$ cat src/rtl/ula_issue.sv
// ula_issue: R-type decode/issue/writeback sequencer acting as the ALU initiator.
// Instructions are accepted one at a time. Each one walks IDLE -> READ -> EXEC -> WB
// and uses an internal register file. Register x0 always reads as zero.
module ula_issue #(
  parameter int XLEN  = 32,
  parameter int NREGS = 32
) (
  input  logic            clk,
  input  logic            rst,
  input  logic            instr_valid,
  output logic            instr_ready,
  input  logic [31:0]     instr,
  output logic [6:0]      alu_opcode,
  output logic [2:0]      alu_funct3,
  output logic [6:0]      alu_funct7,
  output logic [XLEN-1:0] alu_data1,
  output logic [XLEN-1:0] alu_data2,
  input  logic [XLEN-1:0] alu_result,
  output logic            wb_valid,
  output logic [4:0]      wb_rd,
  output logic [XLEN-1:0] wb_data,
  output logic            illegal,
  input  logic            dbg_we,
  input  logic [4:0]      dbg_addr,
  input  logic [XLEN-1:0] dbg_wdata,
  output logic [XLEN-1:0] dbg_rdata
);

  typedef enum logic [1:0] {
    IDLE = 2'd0,
    READ = 2'd1,
    EXEC = 2'd2,
    WB   = 2'd3
  } state_t;

  state_t          state;
  logic [31:0]     instr_q;
  logic [XLEN-1:0] regfile [NREGS];

  logic [4:0]      rs1;
  logic [4:0]      rs2;
  logic [4:0]      rd;
  logic [XLEN-1:0] rs1_val;
  logic [XLEN-1:0] rs2_val;
  logic            handshake;

  // Only R-type ALU ops are legal; funct7=0100000 is valid only for SUB and SRA.
  function automatic logic is_legal(input logic [31:0] w);
    logic op_ok;
    logic f7_ok;
    op_ok = (w[6:0] == 7'b0110011);
    f7_ok = (w[31:25] == 7'b0000000) ||
            ((w[31:25] == 7'b0100000) &&
             ((w[14:12] == 3'b000) || (w[14:12] == 3'b101)));
    return op_ok && f7_ok;
  endfunction

  assign rs1       = instr_q[19:15];
  assign rs2       = instr_q[24:20];
  assign rd        = instr_q[11:7];
  assign rs1_val   = (rs1 == 5'd0) ? '0 : regfile[rs1];
  assign rs2_val   = (rs2 == 5'd0) ? '0 : regfile[rs2];
  assign handshake = instr_valid && instr_ready;
  assign dbg_rdata = (dbg_addr == 5'd0) ? '0 : regfile[dbg_addr];

  // Sequencer FSM. It drives every handshake, ALU and writeback output from registers.
  always_ff @(posedge clk) begin
    if (rst) begin
      state       <= IDLE;
      instr_q     <= 32'd0;
      instr_ready <= 1'b1;
      illegal     <= 1'b0;
      wb_valid    <= 1'b0;
      wb_rd       <= 5'd0;
      wb_data     <= '0;
      alu_opcode  <= 7'd0;
      alu_funct3  <= 3'd0;
      alu_funct7  <= 7'd0;
      alu_data1   <= '0;
      alu_data2   <= '0;
    end else begin
      illegal  <= 1'b0;
      wb_valid <= 1'b0;
      case (state)
        IDLE: begin
          if (handshake) begin
            instr_q     <= instr;
            instr_ready <= 1'b0;
            // The legality result is registered here so the strobe lines up with READ.
            illegal     <= !is_legal(instr);
            state       <= READ;
          end
        end
        READ: begin
          if (is_legal(instr_q)) begin
            alu_opcode <= instr_q[6:0];
            alu_funct3 <= instr_q[14:12];
            alu_funct7 <= instr_q[31:25];
            alu_data1  <= rs1_val;
            alu_data2  <= rs2_val;
            state      <= EXEC;
          end else begin
            instr_ready <= 1'b1;
            state       <= IDLE;
          end
        end
        EXEC: begin
          wb_data    <= alu_result;
          wb_rd      <= rd;
          wb_valid   <= 1'b1;
          alu_opcode <= 7'd0;
          alu_funct3 <= 3'd0;
          alu_funct7 <= 7'd0;
          alu_data1  <= '0;
          alu_data2  <= '0;
          state      <= WB;
        end
        WB: begin
          instr_ready <= 1'b1;
          state       <= IDLE;
        end
        default: begin
          instr_ready <= 1'b1;
          state       <= IDLE;
        end
      endcase
    end
  end

  // Register file. It takes writeback in WB and debug preloads only while IDLE.
  always_ff @(posedge clk) begin
    if (rst) begin
      for (int i = 0; i < NREGS; i++) begin
        regfile[i] <= '0;
      end
    end else if ((state == WB) && (wb_rd != 5'd0)) begin
      regfile[wb_rd] <= wb_data;
    end else if ((state == IDLE) && dbg_we && (dbg_addr != 5'd0)) begin
      regfile[dbg_addr] <= dbg_wdata;
    end
  end

endmodule

$ cat config.mk
export PLATFORM = sky130hd
export DESIGN_NAME = ula_issue
export DESIGN_NICKNAME = d
export VERILOG_FILES = /design/src/rtl/ula_issue.sv
export SDC_FILE = /design/constraint.sdc
export NUM_CORES = 2
export LEC_CHECK = 0
export CORE_ASPECT_RATIO = 0.5
export CORE_MARGIN = 5
export CORE_UTILIZATION = 45
export CTS_BUF_LIST = sky130_fd_sc_hd__clkbuf_8
export DETAILED_ROUTE_END_ITERATION = 10
export SETUP_SLACK_MARGIN = 0.05
export SYNTH_ARGS = -nofsm -noshare
export SYNTH_HDL_FRONTEND = slang
export SYNTH_SLANG_ARGS = --single-unit
$ cat constraint.sdc
create_clock -name clk -period 9.1 [get_ports clk]
set_clock_uncertainty 0.15 [all_clocks]
set_input_delay 2.73 -clock clk [delete_from_list [all_inputs] [get_ports clk]]
set_output_delay 2.73 -clock clk [all_outputs]
set_load 0.1 [all_outputs]
# == After elaboration in Yosys (flattened, before gate mapping) ==
# Memory sizes are Yosys's and may differ from the RTL's. A register that Yosys moved wholly into a read port is not among the register bits.
# Index checks and enable logic that the tools add are counted.
# totals
reg_bits,155
ram_bits,1024
output_inout_bits,153
memories,1
# mem_list
memory,words,word_bits,rd,rd_ports_with_merged_regs,wr,line_no,text
regfile,32,32,3,2,32,38,logic [XLEN-1:0] regfile [NREGS];
# classes
n_eq_ne,12
muxes,39
n_bitwise,2
reduce_logical,31
# ops
cell,count
$mux W32,7
$pmux W32 S2,2
$reduce_or A32 Y1,2
$mux W5,6
$eq A7 B6 Y1 const B,4
$pmux W7 S2,2
$logic_not A5 Y1,3
$logic_not A7 Y1,2
$mux W1,14
$mux W7,2
$reduce_bool A5 Y1,2
$logic_and A1 B1 Y1,8
$pmux W2 S4,1
$eq A3 B3 Y1 const B,2
$logic_not A3 Y1,2
$ne A2 B2 Y1 const B,3
$pmux W3 S2,1
$eq A2 B2 Y1 const B,2
$logic_or A1 B1 Y1,4
$mux W2,2
$reduce_and A2 Y1,2
$mux W3,1
$pmux W1 S3,1
$reduce_and A3 Y1,1
other kinds (7),8

# == Depth between registers and ports, before layout ==
# logic_depth
ltp_word,9
mapped_depth,9

# == Worst setup path before layout ==
# No wires, ideal clock.
# synth_timing
path_type,input-to-output
startpoint,input dbg_addr[0]
endpoint,output dbg_rdata[0]
arrival_ns,5.250
required_ns,6.220
slack_ns,0.970
stages,6
path_buffers,3
cell_sequence,buf_2 -> clkbuf_1 -> buf_1 -> mux4_2 -> mux4_2 -> a22o_1
# synth_via
elab_chain_len,2
elab_cells_between_ends,3
# synth_lines
element,line_no,text
from (decl),24,"input logic [4:0] dbg_addr,"
$mem_v2 Z32 W32 / $logic_not A5 Y1 (equally long branches),-,
$mux W32 (*),64,assign dbg_rdata = (dbg_addr == 5'd0) ? '0 : regfile[dbg_addr];
to (decl),26,output logic [XLEN-1:0] dbg_rdata
# Mark *: on every way between the ends. The rest lies on a longest branch, timed or not.

# == Final worst setup path ==
# layout_timing
startpoint,input dbg_addr[1]
endpoint,output dbg_rdata[23]
# The elaborated chain is that of the path after synthesis.

==> key figures <==
Layout
  – Fin nets: 5239
  – Final cell count without fillers: 7265
  – Share of cells above drive strength 1: 24.8%
  – P&R area growth vs syn: 13.8%

Floorplan
  – Chip Height: 282 um
  – Boundary Pins: 258
  – DIE WIDTH: 554 um
  – Initial Util: 45.5%
  – Row cnt: 99
  – Die Area: 156000 sq um
  – Core area: 146000 sq um

Drt
  – Wire length after detailed routing: 280000 um
  – # DRC: 0
  – First-pass DRT Iterations: 6
  – Vias after detailed routing: 51700
  – DR iter-0 viols: 8852
  – Post-DR vias/cell: 7.12
  – Wire per inst: 38.6 um
  – Post-DRT Antenna Nets: 0

STA
  – Fmax: 116 MHz
  – Minimum clock period: 8.59 ns
  – Worst Tran Pin Value: 1.51 ns
  – Final-report hold violation count: 0
  – Setup ws final: 0.509 ns
  – Setup violators final: 0
  – Hold WS: 0.305 ns
  – Final Max Slew Viols: 5
  – RSZ-0062 raised after global routing: no
  – Setup tns final: 0 ns
  – Crit share post-route: 94.4%
  – Relative slew slack: -1.85%

Worst setup path
  – Worst path max stage delay: 0.78 ns
  – Crit-path cells: buf_8 > buf_4 > mux4_2 > mux2i_1 > a32oi_1 > and3_1 > buf_12
  – Critical path origin: dbg_addr[1]
  – Critical Path Sink: dbg_rdata[23]
  – Critical Path AT: 5.71 ns
  – Setup crit start kind: input port
  – R2r setup slk: 4.10 ns
  – Worst path required time: 6.22 ns
  – Crit. End Element: output pin
  – Critical path class: in2out
  – Crit Path Max Fanout: 56
  – Slowest-stage cell, CP: mux2i_1
  – FF-to-FF End: regfile[4][28]
  – R2R depth: 7

Clock network
  – Root Driver: clkbuf_8
  – Clock Sinks: 1189
  – Worst-path clk slew: 0.06 ns
  – Setup bufs post-CTS: 0
  – Longest Clk Path Bufs: 3
  – Post-CTS Resized: 0
  – CTS H-tree lvls: 4
  – CTS Buf Count: 179
  – Hold buffers post-CTS: 0
  – Worst-Skew Late Latency: 0.93 ns
  – TritonCTS clock tree: built

Job
  – Max Cap Violations: 5

Worst hold path
  – Hold Crit Class: reg2reg
  – Hold Path Stages: 2

Synth
  – Post-synth cell types: 56
  – Cell Area, Synth: 66500 sq um
  – Syn_area_per_cell: 13.2 sq um
  – Mapped Cells: 5022
  – Ys async rst share: 0%
  – Post-synth EDFFs: 1024
  – Register area share after synthesis: 51.2%
  – Main synth FF type: edfxtp_1
  – YS warnings: 0
  – FF+latch count, synth: 1189

Power and ir drop
  – Max IR drop VDD: 0.152 mV
  – Net Sw Frac: 30.2%
  – Leak Pwr: 23.8 nW
  – Clock Power Share: 34.8%
  – Reg power frac: 47.8%
  – Switch Pwr: 3.97 mW
  – Comb pwr share: 17.4%
  – Pwr Density: 174 nW/um^2
  – Internal power: 9.18 mW
  – Overall Power: 13.2 mW

Placed design
  – Placed insts: 6920
  – Port bufs: 257
  – Gpl congestion: 0.923
  – HPWL Detailed: 168000 um
  – Dpl ws: 0.808 ns

GRT
  – Global route overflow: 0
  – Vias in the first global route: 50200
  – Global Route Usage Sum: 35.3%
  – Largest net degree at the start of global routing: 105
  – First-pass GRT wire length: 387000 um
  – Initial antenna violation count: 16

Run status
  – Status: finished, violations left
  – Failing checks: max-capacitance violations, max-slew violations
-- registers in the layout, summed over array words and instances, names as in the netlist, named ones only --
register,count
alu_funct3,3
instr_ready,1
alu_data1,32
illegal,1
wb_rd,5
regfile,1024
wb_data,32
state,1
wb_valid,1
alu_data2,32
alu_opcode,7
instr_q,32
alu_funct7,7
-- power by group through the flow --
stage	logic (mW)	clock network, mW	registers, mW
after floorplan	1.33	0	6.30
after global placement	2.17	0	6.38
after detailed placement	2.19	0	6.39
after CTS	2.20	4.57	6.27
after global routing	2.33	4.83	6.30
final	2.29	4.58	6.29
-- cells in the final DEF, fill, tap and decap left out, drive strengths merged, types with 4 or more instances in the layout --
master / instances
a32oi: 11
a221oi: 80
buf: 228
clkdlybuf4s50: 214
or4: 5
nor2: 1062
o21a: 36
diode: 14
nor2b: 47
nand3: 49
clkinv: 46
a31oi: 13
a21oi: 113
conb: 32
nor3: 4
nor4: 4
mux4: 682
mux2i: 334
edfxtp: 1024
nand2: 291
bufinv: 7
o21ai: 134
a2111oi: 62
dfxtp: 165
and3: 12
a22o: 21
a22oi: 114
mux2: 33
and2: 16
inv: 110
nand2b: 38
clkbuf: 201
a221o: 61
-- cell families (layout without fill, tap and decap cells) --
| family | after synthesis | after routing | share of synthesized area, % |
|---|---|---|---|
| AO/OA/AOI/OAI | 654 | 654 | 7.03 |
| XOR/XNOR | 2 | 2 | 0.0263 |
| buffers and inverters | 579 | 808 | 3.59 |
| flip-flops | 1189 | 1189 | 51.2 |
| multiplexers | 1049 | 1049 | 28.7 |
| other | 1 | 46 | 0.00564 |
| AND/OR/NAND/NOR | 1548 | 1548 | 9.45 |
-- synthesized netlist by cell type, drive strengths merged, types with 61 or more instances --
library cell     n  share of area, %
a22oi          114               1.3
a221oi          80               1.1
edfxtp        1024                46
clkbuf         342               1.9
a221o           61              0.92
o21ai          134               1.0
buf            200               1.5
nor2          1062               6.0
nand2          291               1.6
a2111oi         62              0.82
mux4           682                23
mux2i          334               5.0
a21oi          113              0.87
dfxtp          165               5.0
-- worst min path at each step --
stage,start,slack (ns),end
floorplan,instr_q[4],0.28,instr_q[4]
CTS,instr_q[8],0.31,wb_rd[1]
finish,instr_q[7],0.30,wb_rd[0]
detailed placement,alu_funct7[2],0.30,alu_funct7[2]
global route,instr_q[9],0.32,instr_q[9]
global placement,alu_opcode[3],0.29,alu_opcode[3]
-- through the flow --
| step | utilization (%) | area [sq um] |
|---|---|---|
| final | 51.7 | 75700 |
| after global routing | 51.7 | 75700 |
| after CTS | 51.7 | 75600 |
| after detailed placement | 49.3 | 72100 |
| after global placement | 49.3 | 72100 |
| after floorplan | - | 66600 |
-- layer usage --
layer	share of wire, %	GRT usage, %
met1	35	46.0
met2	42	50.0
met3	18	17.2
met4	5.1	15.6
met5	0.17	0
-- critical path: cells and delay by family --
family          cells  cell delay [ns]
mux                 2             1.13
buf+inv             3             1.10
simple gates        1             0.35
compound gates      1             0.25
-- cell type report --
cell class | count | area, sq um
diodes | 14 | 35.0
repair buffers | 442 | 4470
well taps | 1969 | 2460
clock buffers | 201 | 2770
multi-input cells | 3285 | 31000
flip-flops and latches | 1189 | 34100
fillers | 12300 | 70600
inverters | 37 | 144
clock inverters | 128 | 776
No activity file was read; power rests on OpenSTA's default activity.
